<file path="src/rtl/joypad_target_pkg.sv">
// Shared definitions for the two-wire joypad link: responder states, default
// link address and the fixed order of the payload bytes.
package joypad_target_pkg;

    typedef enum logic [2:0] {
        IDLE,
        ADDR,
        ADDR_ACK,
        TX,
        MACK,
        IGNORE
    } link_state_e;

    localparam logic [6:0] DEFAULT_TARGET_ADDR = 7'h52;

    localparam logic [1:0] BYTE_P1     = 2'd0;
    localparam logic [1:0] BYTE_P2     = 2'd1;
    localparam logic [1:0] BYTE_STATUS = 2'd2;
    localparam logic [1:0] BYTE_COUNT  = 2'd3;

    // Only reads are supported, so a match needs the R/W bit set as well.
    function automatic logic addr_is_read_match(input logic [7:0] addr_byte,
                                                input logic [6:0] own_addr);
        return (addr_byte[7:1] == own_addr) && addr_byte[0];
    endfunction

endpackage

</file>
<file path="src/rtl/joypad_target_line_sync_edge.sv">
// Multi-stage synchronizer for one link wire followed by a history flop that
// yields single-cycle rise/fall strobes on the synchronized level.
module line_sync_edge #(
    parameter int STAGES = 2
) (
    input  logic clk,
    input  logic rst_n,
    input  logic line_in,
    output logic line_sync,
    output logic rise,
    output logic fall
);

    logic [STAGES-1:0] sync_q;
    logic [STAGES-1:0] sync_d;
    logic              hist_q;
    logic              hist_d;

    always_comb begin
        sync_d = {sync_q[STAGES-2:0], line_in};
        hist_d = sync_q[STAGES-1];
    end

    // Reset to the released (high) bus level so no edge appears on exit.
    always_ff @(posedge clk or negedge rst_n) begin
        if (!rst_n) begin
            sync_q <= '1;
            hist_q <= 1'b1;
        end else begin
            sync_q <= sync_d;
            hist_q <= hist_d;
        end
    end

    assign line_sync = sync_q[STAGES-1];
    assign rise      = line_sync & ~hist_q;
    assign fall      = ~line_sync & hist_q;

endmodule

</file>
<file path="src/rtl/joypad_target.sv">
// Controller-side responder: answers reads at TARGET_ADDR with a snapshot of
// P1 buttons, P2 buttons, presence flags and a running transaction count.
module joypad_target
    import joypad_target_pkg::*;
#(
    parameter logic [6:0] TARGET_ADDR = DEFAULT_TARGET_ADDR,
    parameter int         SYNC_STAGES = 2
) (
    input  logic       clk,
    input  logic       rst_n,
    input  logic       scl_in,
    input  logic       sda_in,
    output logic       sda_out,
    input  logic [7:0] buttons_p1,
    input  logic [7:0] buttons_p2,
    input  logic [1:0] present,
    output logic       busy
);

    localparam int SYNC_N = (SYNC_STAGES < 2) ? 2 : SYNC_STAGES;

    logic scl_s, scl_rise, scl_fall;
    logic sda_s, sda_rise, sda_fall;
    logic start_det, stop_det;

    line_sync_edge #(.STAGES(SYNC_N)) u_scl_sync (
        .clk       (clk),
        .rst_n     (rst_n),
        .line_in   (scl_in),
        .line_sync (scl_s),
        .rise      (scl_rise),
        .fall      (scl_fall)
    );

    line_sync_edge #(.STAGES(SYNC_N)) u_sda_sync (
        .clk       (clk),
        .rst_n     (rst_n),
        .line_in   (sda_in),
        .line_sync (sda_s),
        .rise      (sda_rise),
        .fall      (sda_fall)
    );

    assign start_det = sda_fall & scl_s;
    assign stop_det  = sda_rise & scl_s;

    link_state_e     state_q, state_d;
    logic [3:0]      bit_cnt_q, bit_cnt_d;
    logic [1:0]      byte_idx_q, byte_idx_d;
    logic [7:0]      count_q, count_d;
    logic            busy_q, busy_d;
    logic            sda_out_q, sda_out_d;
    logic            ack_drv_q, ack_drv_d;
    logic [6:0]      shift_q, shift_d;
    logic [3:0][7:0] snap_q, snap_d;
    logic [17:0]     pad_meta_q, pad_meta_d;
    logic [17:0]     pad_sync_q, pad_sync_d;
    logic [7:0]      addr_byte;
    logic [2:0]      tx_idx;

    // Button pads are asynchronous; bring them into clk before snapshotting.
    always_comb begin
        pad_meta_d = {present, buttons_p2, buttons_p1};
        pad_sync_d = pad_meta_q;
    end

    always_comb begin
        state_d    = state_q;
        bit_cnt_d  = bit_cnt_q;
        byte_idx_d = byte_idx_q;
        count_d    = count_q;
        busy_d     = busy_q;
        sda_out_d  = sda_out_q;
        ack_drv_d  = ack_drv_q;
        shift_d    = shift_q;
        snap_d     = snap_q;
        addr_byte  = {shift_q, sda_s};
        tx_idx     = 3'd7 - bit_cnt_q[2:0];

        if (start_det) begin
            state_d   = ADDR;
            bit_cnt_d = 4'd0;
            sda_out_d = 1'b1;
            ack_drv_d = 1'b0;
        end else if (stop_det) begin
            state_d   = IDLE;
            sda_out_d = 1'b1;
            busy_d    = 1'b0;
            ack_drv_d = 1'b0;
        end else begin
            case (state_q)
                IDLE: begin
                    sda_out_d = 1'b1;
                end
                ADDR: begin
                    if (scl_rise) begin
                        shift_d   = addr_byte[6:0];
                        bit_cnt_d = bit_cnt_q + 4'd1;
                        if (bit_cnt_q == 4'd7) begin
                            bit_cnt_d = 4'd0;
                            if (addr_is_read_match(addr_byte, TARGET_ADDR)) begin
                                state_d = ADDR_ACK;
                                busy_d  = 1'b1;
                            end else begin
                                state_d = IGNORE;
                            end
                        end
                    end
                end
                ADDR_ACK: begin
                    // First fall starts the ACK low; the second ends it and puts out bit 7.
                    if (scl_fall) begin
                        if (!ack_drv_q) begin
                            sda_out_d           = 1'b0;
                            ack_drv_d           = 1'b1;
                            snap_d[BYTE_P1]     = pad_sync_q[7:0];
                            snap_d[BYTE_P2]     = pad_sync_q[15:8];
                            snap_d[BYTE_STATUS] = {6'b0, pad_sync_q[17:16]};
                            snap_d[BYTE_COUNT]  = count_q;
                            count_d             = count_q + 8'd1;
                            byte_idx_d          = BYTE_P1;
                        end else begin
                            ack_drv_d = 1'b0;
                            state_d   = TX;
                            sda_out_d = snap_q[BYTE_P1][7];
                            bit_cnt_d = 4'd1;
                        end
                    end
                end
                TX: begin
                    if (scl_fall) begin
                        if (bit_cnt_q[3]) begin
                            sda_out_d = 1'b1;
                            bit_cnt_d = 4'd0;
                            state_d   = MACK;
                        end else begin
                            sda_out_d = snap_q[byte_idx_q][tx_idx];
                            bit_cnt_d = bit_cnt_q + 4'd1;
                        end
                    end
                end
                MACK: begin
                    // Index wraps over the same snapshot; it is only refreshed on a new address.
                    if (scl_rise) begin
                        if (!sda_s) begin
                            byte_idx_d = byte_idx_q + 2'd1;
                            state_d    = TX;
                        end else begin
                            sda_out_d = 1'b1;
                            busy_d    = 1'b0;
                            state_d   = IDLE;
                        end
                    end
                end
                IGNORE: begin
                    sda_out_d = 1'b1;
                end
                default: begin
                    state_d   = IDLE;
                    sda_out_d = 1'b1;
                end
            endcase
        end
    end

    always_ff @(posedge clk or negedge rst_n) begin
        if (!rst_n) begin
            state_q    <= IDLE;
            bit_cnt_q  <= 4'd0;
            byte_idx_q <= 2'd0;
            count_q    <= 8'd0;
            busy_q     <= 1'b0;
            sda_out_q  <= 1'b1;
            ack_drv_q  <= 1'b0;
        end else begin
            state_q    <= state_d;
            bit_cnt_q  <= bit_cnt_d;
            byte_idx_q <= byte_idx_d;
            count_q    <= count_d;
            busy_q     <= busy_d;
            sda_out_q  <= sda_out_d;
            ack_drv_q  <= ack_drv_d;
        end
    end

    always_ff @(posedge clk) begin
        shift_q    <= shift_d;
        snap_q     <= snap_d;
        pad_meta_q <= pad_meta_d;
        pad_sync_q <= pad_sync_d;
    end

    // START/STOP let go of the line combinationally, ahead of the registered drive.
    assign sda_out = sda_out_q | start_det | stop_det;
    assign busy    = busy_q;

endmodule

</file>
<file path="config.mk">
export PLATFORM = sky130hd
export DESIGN_NAME = joypad_target
export DESIGN_NICKNAME = d
export VERILOG_FILES = /design/src/rtl/joypad_target_pkg.sv /design/src/rtl/joypad_target_line_sync_edge.sv /design/src/rtl/joypad_target.sv
export SDC_FILE = /design/constraint.sdc
export NUM_CORES = 1
export LEC_CHECK = 0
export ABC_AREA = 1
export CORE_MARGIN = 5
export CORE_UTILIZATION = 35
export DETAILED_ROUTE_END_ITERATION = 10
export PLACE_DENSITY_LB_ADDON = 0.1
export SKIP_CTS_REPAIR_TIMING = 1
export SLEW_MARGIN = 20
export SYNTH_ARGS = -nofsm -noshare
export SYNTH_HDL_FRONTEND = slang
export SYNTH_SLANG_ARGS = --single-unit
</file>
<file path="constraint.sdc">
create_clock -name clk -period 2.3 [get_ports clk]
set_input_delay 0.23 -clock clk [delete_from_list [all_inputs] [get_ports clk]]
set_output_delay 0.23 -clock clk [all_outputs]
set_load 0.01 [all_outputs]
</file>
==> results of run 1 <==
==> metrics by stage <==
step	hold WS [ps]	power (W)	util (%)	area, µm²
final	230	0.00417	43.0	4200
after global placement	310	0.00291	40.2	3930
after CTS	230	0.00423	42.8	4180
after detailed placement	312	0.00290	40.2	3930
after global routing	233	0.00446	43.0	4200
after floorplan	-65.6	0.00265	-	3500
==> cells in the final DEF, fill, tap and decap left out, drive strengths merged, types with 2 or more instances in the layout <==
cell / netlist / layout
bufinv: 0 / 3
nand2: 75 / 75
dfrtp: 19 / 19
ha: 3 / 3
o21ai: 17 / 17
inv: 42 / 44
a21oi: 10 / 10
edfxtp: 33 / 33
dfstp: 7 / 7
nand4: 4 / 4
dfxtp: 36 / 36
nor2: 14 / 14
nor3: 7 / 7
xnor2: 3 / 3
buf: 2 / 6
clkbuf: 0 / 10
clkdlybuf4s50: 0 / 23
or2: 3 / 3
xor2: 4 / 4
nor3b: 2 / 2
nand3: 31 / 31
==> cell type report <==
class                      instances  area (µm²)  share of cell area (%)
clock buffer                      10         128                    3.04
clock inverter                     6         118                    2.80
inverter                          43         161                    3.84
multi-input combinational        178         972                    23.1
sequential                        95        2370                    56.4
tap                              133         166                    3.96
timing repair buffer              29         288                    6.85
==> routing by layer <==
layer / global-route usage, % / vias to the layer above / wire [µm]
met5: 0 / - / 0
met2: 16.3 / 47 / 2620
met1: 14.9 / 1023 / 2950
met3: 3.93 / 11 / 302
met4: 5.43 / 0 / 142
li1: - / 1114 / -
==> flip-flops by register name (all words and copies together) (netlist names) <==
register / flops
pad_meta_q: 18
pad_sync_q: 18
snap_q: 26
state_q: 3
bit_cnt_q: 4
sda_out_q: 1
count_q: 8
u_scl_sync.hist_q: 1
u_scl_sync.sync_q: 2
shift_q: 7
u_sda_sync.hist_q: 1
u_sda_sync.sync_q: 2
ack_drv_q: 1
busy: 1
byte_idx_q: 2
==> cell families (layout without fill, tap and decap cells) <==
kind of cell	after synthesis	in the layout	synth area share, %
simple gates	137	137	19.6
flops	95	95	67.8
buf+inv	45	88	4.90
fa+ha+maj	3	3	1.07
xor+xnor	7	7	1.75
compound gates	31	31	4.83
==> power by group through the flow <==
stage                     sequential [W]  clock, W  combinational, W
final                            0.00197   0.00131          0.000890
after global routing             0.00199   0.00143           0.00104
after CTS                        0.00197   0.00136          0.000898
after detailed placement         0.00201         0          0.000895
after global placement           0.00201         0          0.000902
after floorplan                  0.00199         0          0.000660
==> worst paths after layout <==
kind,cells past startpoint,start,end
worst max-delay path,5,u_sda_sync.sync_q[1]$_DFF_PN1_,sda_out
worst min-delay path,2,rst_n,state_q[0]$_DFFE_PN0P_
worst max register to register,9,state_q[2]$_DFFE_PN0P_,count_q[6]$_DFFE_PN0P_
worst min register to register,0,pad_meta_q[1]$_DFF_P_,pad_sync_q[1]$_DFF_P_
max in group asynchronous,2,rst_n,u_scl_sync.sync_q[1]$_DFF_PN1_
min in group clk,1,scl_in,u_scl_sync.sync_q[0]$_DFF_PN1_
==> flow_summary.rst, run 1 <==
.. list-table::
   :header-rows: 1

   * - Metric
     - Value
   * - Library cells used by synthesis
     - 35
   * - Largest net degree at the start of global routing
     - 27
   * - Final critical delay including setup and external delays
     - between 2000 and 2500 ps
   * - Fraction of layout instances using a drive strength above 1
     - approximately 16%
   * - Data arrival time of the critical path
     - between 1500 and 2000 ps
   * - Root cell of the clock tree
     - sky130_fd_sc_hd__clkbuf_8
   * - Count of mapped cells out of synthesis
     - 318
   * - Register-to-register setup slack
     - roughly 530 ps
   * - Count of warnings emitted by yosys
     - 0
   * - Number of top-level pins
     - 24
   * - Crit path launch type
     - register
   * - Number of maximum-capacitance constraint violations
     - 0
   * - List of cells traversed by the critical path
     - inv_2 > nand3_4 > nand2_4 > or2_2 > clkdlybuf4s50_1
   * - Cts bufs inserted
     - 9
   * - Skew-Pair Late Insertion Delay
     - ~360 ps
   * - Number of failing setup endpoints in the final timing report
     - 0
   * - FMAX
     - between 400 and 500 MHz
   * - Number of placed instances, taps included
     - between 400 and 500
   * - Residual antenna-violating net count after detailed routing
     - 0
   * - Number of port buffers
     - 23
   * - Final layout net count
     - roughly 380
   * - Wire length reported by the detailed router
     - about 6000 µm
   * - Post-Layout Cell Count
     - 494
   * - DR pass1 iterations
     - 4
   * - Average vias per placed instance
     - 4.44
   * - Transition time at the pin with the least slew margin
     - roughly 390 ps
   * - Placer Congestion
     - roughly 0.86
   * - Core ar.
     - a little under 10,000 µm²
   * - HPWL after detailed placement
     - around 4200 µm
   * - Starting Density
     - 35.8%
   * - Deepest level of the CTS H-tree
     - 3
   * - Share of the synthesized area in the top cell type
     - about 28%
   * - DRC marker count from the first detailed-route iteration
     - between 80 and 90
   * - Worst-case setup slack after placement
     - 416 ps
   * - Average routed wire per standard cell
     - roughly 12 µm
   * - Path class of the lowest-slack min-delay path
     - primary input to asynchronous set/reset pin
   * - Setup Skew
     - roughly 13 ps
   * - Buffers & Inverters on Critical Path
     - 2
   * - Worst IR Drop VDD
     - about 430 µV
   * - Fin. Hold Viols
     - 0
   * - Avg Cell Area, Syn
     - 11.0 µm²
   * - GRT Total Usage
     - between 10% and 20%
   * - Setup CP Type
     - register to output pin
   * - Number of inserted diodes
     - 0
   * - Number of synthesized flops with an enable pin
     - 33
   * - Dominant cell by count in the synthesized netlist
     - sky130_fd_sc_hd__nand2_1
   * - Power per unit of standard cell area
     - between 900 and 1000 nW/µm²
   * - Critical path required time
     - 2070 ps
   * - Cell types occupying the most area after synthesis
     - sky130_fd_sc_hd__edfxtp_1 28%, sky130_fd_sc_hd__dfxtp_1 21%, sky130_fd_sc_hd__dfrtp_1 14%, sky130_fd_sc_hd__nand2_1 7.3%, sky130_fd_sc_hd__dfstp_2 5.3%
   * - Worst slew margin relative to its limit
     - between 70% and 80%
   * - Post-synthesis cell type with the largest combined area
     - sky130_fd_sc_hd__edfxtp_1
   * - Number of antenna violations at the first check in global routing
     - 0
   * - Cell family with most CP delay
     - flip-flops
   * - Global-route wire length before repair
     - a little over 10,000 µm
   * - # fillers
     - 927
   * - Die width
     - around 110 µm
   * - Ys async rst share
     - between 20% and 30%
   * - Final period util
     - a little over nine tenths
   * - Clk buf depth
     - 2
   * - Die Outline Area
     - ~12,000 µm²
   * - Cell at the slowest stage of the critical path
     - sky130_fd_sc_hd__dfstp_2
   * - Psw
     - ~0.0012 W
   * - Total congestion overflow after global routing
     - 0
   * - Sw Ratio
     - between 20 and 30%
   * - Vertical die dimension
     - about 110 µm
   * - DR vias
     - 2,195
   * - Internal power of the cells
     - about 0.0029 W
   * - Final number of max-transition violations
     - 0
   * - Predominant post-synthesis flop cell
     - sky130_fd_sc_hd__dfxtp_1
   * - Smallest setup slack after layout
     - 119 ps
   * - Power share of the combinational group
     - a little over a fifth
   * - Seq pwr share
     - roughly 47%
   * - Sort of element at the end of the critical path
     - output pin
   * - Sequential cell area fraction in the yosys report
     - 67.8%
   * - Number of global-route vias before repair
     - between 2,000 and 2,500
   * - Maximum net fanout on the critical path
     - 7
   * - Area growth from synthesis to final layout
     - 20.2%
   * - Post-synthesis instance area
     - ~3500 µm²
   * - Clk slew on worst S/H paths
     - 100 ps
   * - TNS Setup
     - 0 ps
   * - Result of the run
     - completed
   * - Num Clock Sinks
     - 95
   * - FP Rows
     - 36
   * - Post-Synthesis Net Count
     - between 300 and 400
   * - Reported leakage power
     - approximately 1.8 nW
   * - TritonCTS clock tree
     - done
   * - #FFs+latches synth
     - between 90 and 100
   * - DRC errors left
     - 0
   * - Commonest cells in the netlist
     - 68 x sky130_fd_sc_hd__nand2_1, 37 x sky130_fd_sc_hd__inv_1, 36 x sky130_fd_sc_hd__dfxtp_1, 33 x sky130_fd_sc_hd__edfxtp_1, 29 x sky130_fd_sc_hd__nand3_1
   * - Clk network pwr share
     - a little under a third
   * - Maximum single-stage delay on the critical path
     - 570 ps
No activity file was read; power rests on OpenSTA's default activity.
==> run 2, diff against run 1 <==
--- a/config.mk
+++ b/config.mk
@@ -6,10 +6,10 @@
 export NUM_CORES = 1
 export LEC_CHECK = 0
 export ABC_AREA = 1
-export CORE_MARGIN = 5
 export CORE_UTILIZATION = 35
 export DETAILED_ROUTE_END_ITERATION = 10
 export PLACE_DENSITY_LB_ADDON = 0.1
+export RECOVER_POWER = 25
 export SKIP_CTS_REPAIR_TIMING = 1
 export SLEW_MARGIN = 20
 export SYNTH_ARGS = -nofsm -noshare
==> flow_summary.rst, run 2 (synthesized netlist as in run 1, its figures left out) <==
.. list-table::
   :header-rows: 1

   * - Metric
     - Value
   * - DR pass1 iterations
     - 4 (unchanged)
   * - Residual antenna-violating net count after detailed routing
     - 0 (unchanged)
   * - Total congestion overflow after global routing
     - 0 (unchanged)
   * - Reported leakage power
     - 1.80 nW (was 1.79 nW)
   * - Worst IR Drop VDD
     - 305 µV (was 433 µV)
   * - GRT Total Usage
     - 13.4% (was 11.2%)
   * - Clk slew on worst S/H paths
     - 100 ps (about the same)
   * - Result of the run
     - completed (unchanged)
   * - Transition time at the pin with the least slew margin
     - 410 ps (was 392 ps)
   * - Largest registers
     - snap_q: 26 flops, pad_meta_q: 18 flops, pad_sync_q: 18 flops (unchanged)
   * - Reg with most FFs
     - snap_q (unchanged)
   * - DR vias
     - 2,208 (was 2,195)
   * - Maximum net fanout on the critical path
     - 7 (unchanged)
   * - Maximum single-stage delay on the critical path
     - 570 ps (about the same)
   * - List of cells traversed by the critical path
     - inv_2 > nand3_4 > nand2_2 > or2_2 > clkdlybuf4s50_1 (was inv_2 > nand3_4 > nand2_4 > or2_2 > clkdlybuf4s50_1)
   * - FMAX
     - 462 MHz (was 458 MHz)
   * - TritonCTS clock tree
     - done (unchanged)
   * - Total Power Consumption
     - 0.00409 W (was 0.00417 W)
   * - Fraction of layout instances using a drive strength above 1
     - 15.7% (was 15.5%)
   * - Vertical die dimension
     - 102 µm (was 110 µm)
   * - Final number of max-transition violations
     - 0 (unchanged)
   * - DRC errors left
     - 0 (unchanged)
   * - Die Outline Area
     - 10,400 µm² (was 12,100 µm²)
   * - Power per unit of standard cell area
     - 977 nW/µm² (was 993 nW/µm²)
   * - Largest net degree at the start of global routing
     - 27 (unchanged)
   * - Worst slew margin relative to its limit
     - 72.6% (was 73.8%)
   * - Global-route wire length before repair
     - 10,300 µm (was 10,100 µm)
   * - GR met2 Demand/Resource
     - 18.8% (was 16.3%)
   * - TNS Setup
     - 0 ps (unchanged)
   * - Number of placed instances, taps included
     - 476 (was 477)
   * - Fin. Hold Viols
     - 0 (unchanged)
   * - Die width
     - 102 µm (was 110 µm)
   * - Highest-utilization routing layer at the global route stage
     - met2 (unchanged)
   * - Post-layout utilization of the core
     - 43.0% (about the same)
   * - Met3 capacity usage during global routing
     - 4.31% (was 3.93%)
   * - Skew-Pair Late Insertion Delay
     - 370 ps (was 360 ps)
   * - DRC marker count from the first detailed-route iteration
     - 72 (was 84)
   * - Met1 demand-to-capacity share in global routing
     - 17.9% (was 14.9%)
   * - Area growth from synthesis to final layout
     - 19.6% (was 20.2%)
   * - Number of antenna violations at the first check in global routing
     - 0 (unchanged)
   * - Final period util
     - 94.1% (was 94.8%)
   * - Number of failing setup endpoints in the final timing report
     - 0 (unchanged)
   * - Register-to-register setup slack
     - 510 ps (was 530 ps)
   * - Critical path required time
     - 2070 ps (about the same)
   * - Placer Congestion
     - 0.854 (was 0.856)
   * - Average routed wire per standard cell
     - 12.2 µm (about the same)
   * - Num Clock Sinks
     - 95 (unchanged)
   * - Starting Density
     - 35.9% (was 35.8%)
   * - Average vias per placed instance
     - 4.46 (was 4.44)
   * - Core ar.
     - 9730 µm² (was 9770 µm²)
   * - Final critical delay including setup and external delays
     - 2170 ps (was 2180 ps)
   * - Wire length reported by the detailed router
     - 6060 µm (was 6020 µm)
   * - Clk buf depth
     - 2 (unchanged)
   * - Number of port buffers
     - 23 (unchanged)
   * - Cell at the slowest stage of the critical path
     - sky130_fd_sc_hd__dfstp_2 (unchanged)
   * - Unrepaired setup endpoints after global routing
     - false
   * - Flip-flop count of the largest register, all copies and words added
     - 26 (unchanged)
   * - Number of global-route vias before repair
     - 2,165 (was 2,145)
   * - HPWL after detailed placement
     - 4170 µm (was 4240 µm)
   * - Cell family with most CP delay
     - flip-flops (unchanged)
   * - Crit path launch type
     - register (unchanged)
   * - Setup CP Type
     - register to output pin (unchanged)
   * - Post-route worst hold slack
     - 225 ps (was 230 ps)
   * - Root cell of the clock tree
     - sky130_fd_sc_hd__clkbuf_8 (unchanged)
   * - Number of maximum-capacitance constraint violations
     - 0 (unchanged)
   * - Commonest cells after routing, fill and taps aside
     - 67 x sky130_fd_sc_hd__nand2_1, 37 x sky130_fd_sc_hd__inv_1, 36 x sky130_fd_sc_hd__dfxtp_1 (unchanged)
   * - FP Rows
     - 36 (unchanged)
   * - Data arrival time of the critical path
     - 1940 ps (was 1950 ps)
   * - Deepest level of the CTS H-tree
     - 3 (unchanged)
   * - Buffers & Inverters on Critical Path
     - 2 (unchanged)
   * - Most common library cell in the layout ignoring fill and taps
     - sky130_fd_sc_hd__nand2_1 (unchanged)
   * - Setup Skew
     - 12.4 ps (was 13.3 ps)
   * - Final layout net count
     - 382 (was 381)
   * - Path class of the lowest-slack min-delay path
     - primary input to asynchronous set/reset pin (unchanged)
   * - Cts bufs inserted
     - 9 (unchanged)
   * - Sort of element at the end of the critical path
     - output pin (unchanged)
   * - Post-Layout Cell Count
     - 495 (was 494)
   * - Number of top-level pins
     - 24 (unchanged)
   * - Number of inserted diodes
     - 0 (unchanged)
run 2: changes by cell type in the layout (fill, tap and decap cells not counted):
cell,delta
sky130_fd_sc_hd__nand2_2,+1
sky130_fd_sc_hd__nor2_2,-1
sky130_fd_sc_hd__bufinv_16,-1
sky130_fd_sc_hd__clkinvlp_4,-1
sky130_fd_sc_hd__nand2_4,-1
sky130_fd_sc_hd__clkdlybuf4s50_1,-20
sky130_fd_sc_hd__inv_8,+1
sky130_fd_sc_hd__nor2_1,+1
sky130_fd_sc_hd__buf_4,+1
sky130_fd_sc_hd__clkbuf_1,-1
sky130_fd_sc_hd__clkinv_2,+2
sky130_fd_sc_hd__dlygate4sd3_1,+20
run 2: where the power goes:
part	switching [W]	internal [W]	leakage, nW	total [W]
clock network	0.000607	0.000627	0.117	0.00123
registers	0.000122	0.00188	0.927	0.00200
logic	0.000529	0.000326	0.757	0.000855
total	0.00126	0.00283	1.80	0.00409
run 2: final cells by class:
type | instances | area, µm²
clock buffers | 9 | 124
clock inverters | 7 | 101
fillers | 940 | 5550
inverters | 43 | 161
multi-input cells | 178 | 965
flip-flops and latches | 95 | 2370
well taps | 133 | 166
repair buffers | 30 | 295
run 2: layer usage:
layer | up-vias | wire length [µm]
met5 | - | 0
met4 | 0 | 189
met3 | 17 | 273
met2 | 50 | 2590
met1 | 1022 | 3010
li1 | 1119 | -
run 2: per-stage QoR:
stage / setup WS, ps / cell area (µm²)
after CTS: 21.0 / 4150
after global placement: 470 / 3930
after detailed placement: 436 / 3930
final: 135 / 4180
after floorplan: 443 / 3500
after global routing: 49.5 / 4180
run 2: final timing paths:
path	endpoint	start	cells past startpoint
min reg2reg	pad_sync_q[1]$_DFF_P_	pad_meta_q[1]$_DFF_P_	0
min in group clk	pad_sync_q[1]$_DFF_P_	pad_meta_q[1]$_DFF_P_	0
max in group asynchronous	u_scl_sync.sync_q[0]$_DFF_PN1_	rst_n	2
min	state_q[2]$_DFFE_PN0P_	rst_n	2
max	sda_out	u_sda_sync.sync_q[1]$_DFF_PN1_	5
max reg2reg	snap_q[28]$_DFFE_PP_	state_q[2]$_DFFE_PN0P_	6
==> run 3, diff against run 2 <==
--- a/config.mk
+++ b/config.mk
@@ -10,7 +10,6 @@
 export DETAILED_ROUTE_END_ITERATION = 10
 export PLACE_DENSITY_LB_ADDON = 0.1
 export RECOVER_POWER = 25
-export SKIP_CTS_REPAIR_TIMING = 1
 export SLEW_MARGIN = 20
 export SYNTH_ARGS = -nofsm -noshare
 export SYNTH_HDL_FRONTEND = slang
==> results of run 3 <==
The final DEF is identical to that of run 2; final timing and power are the same.
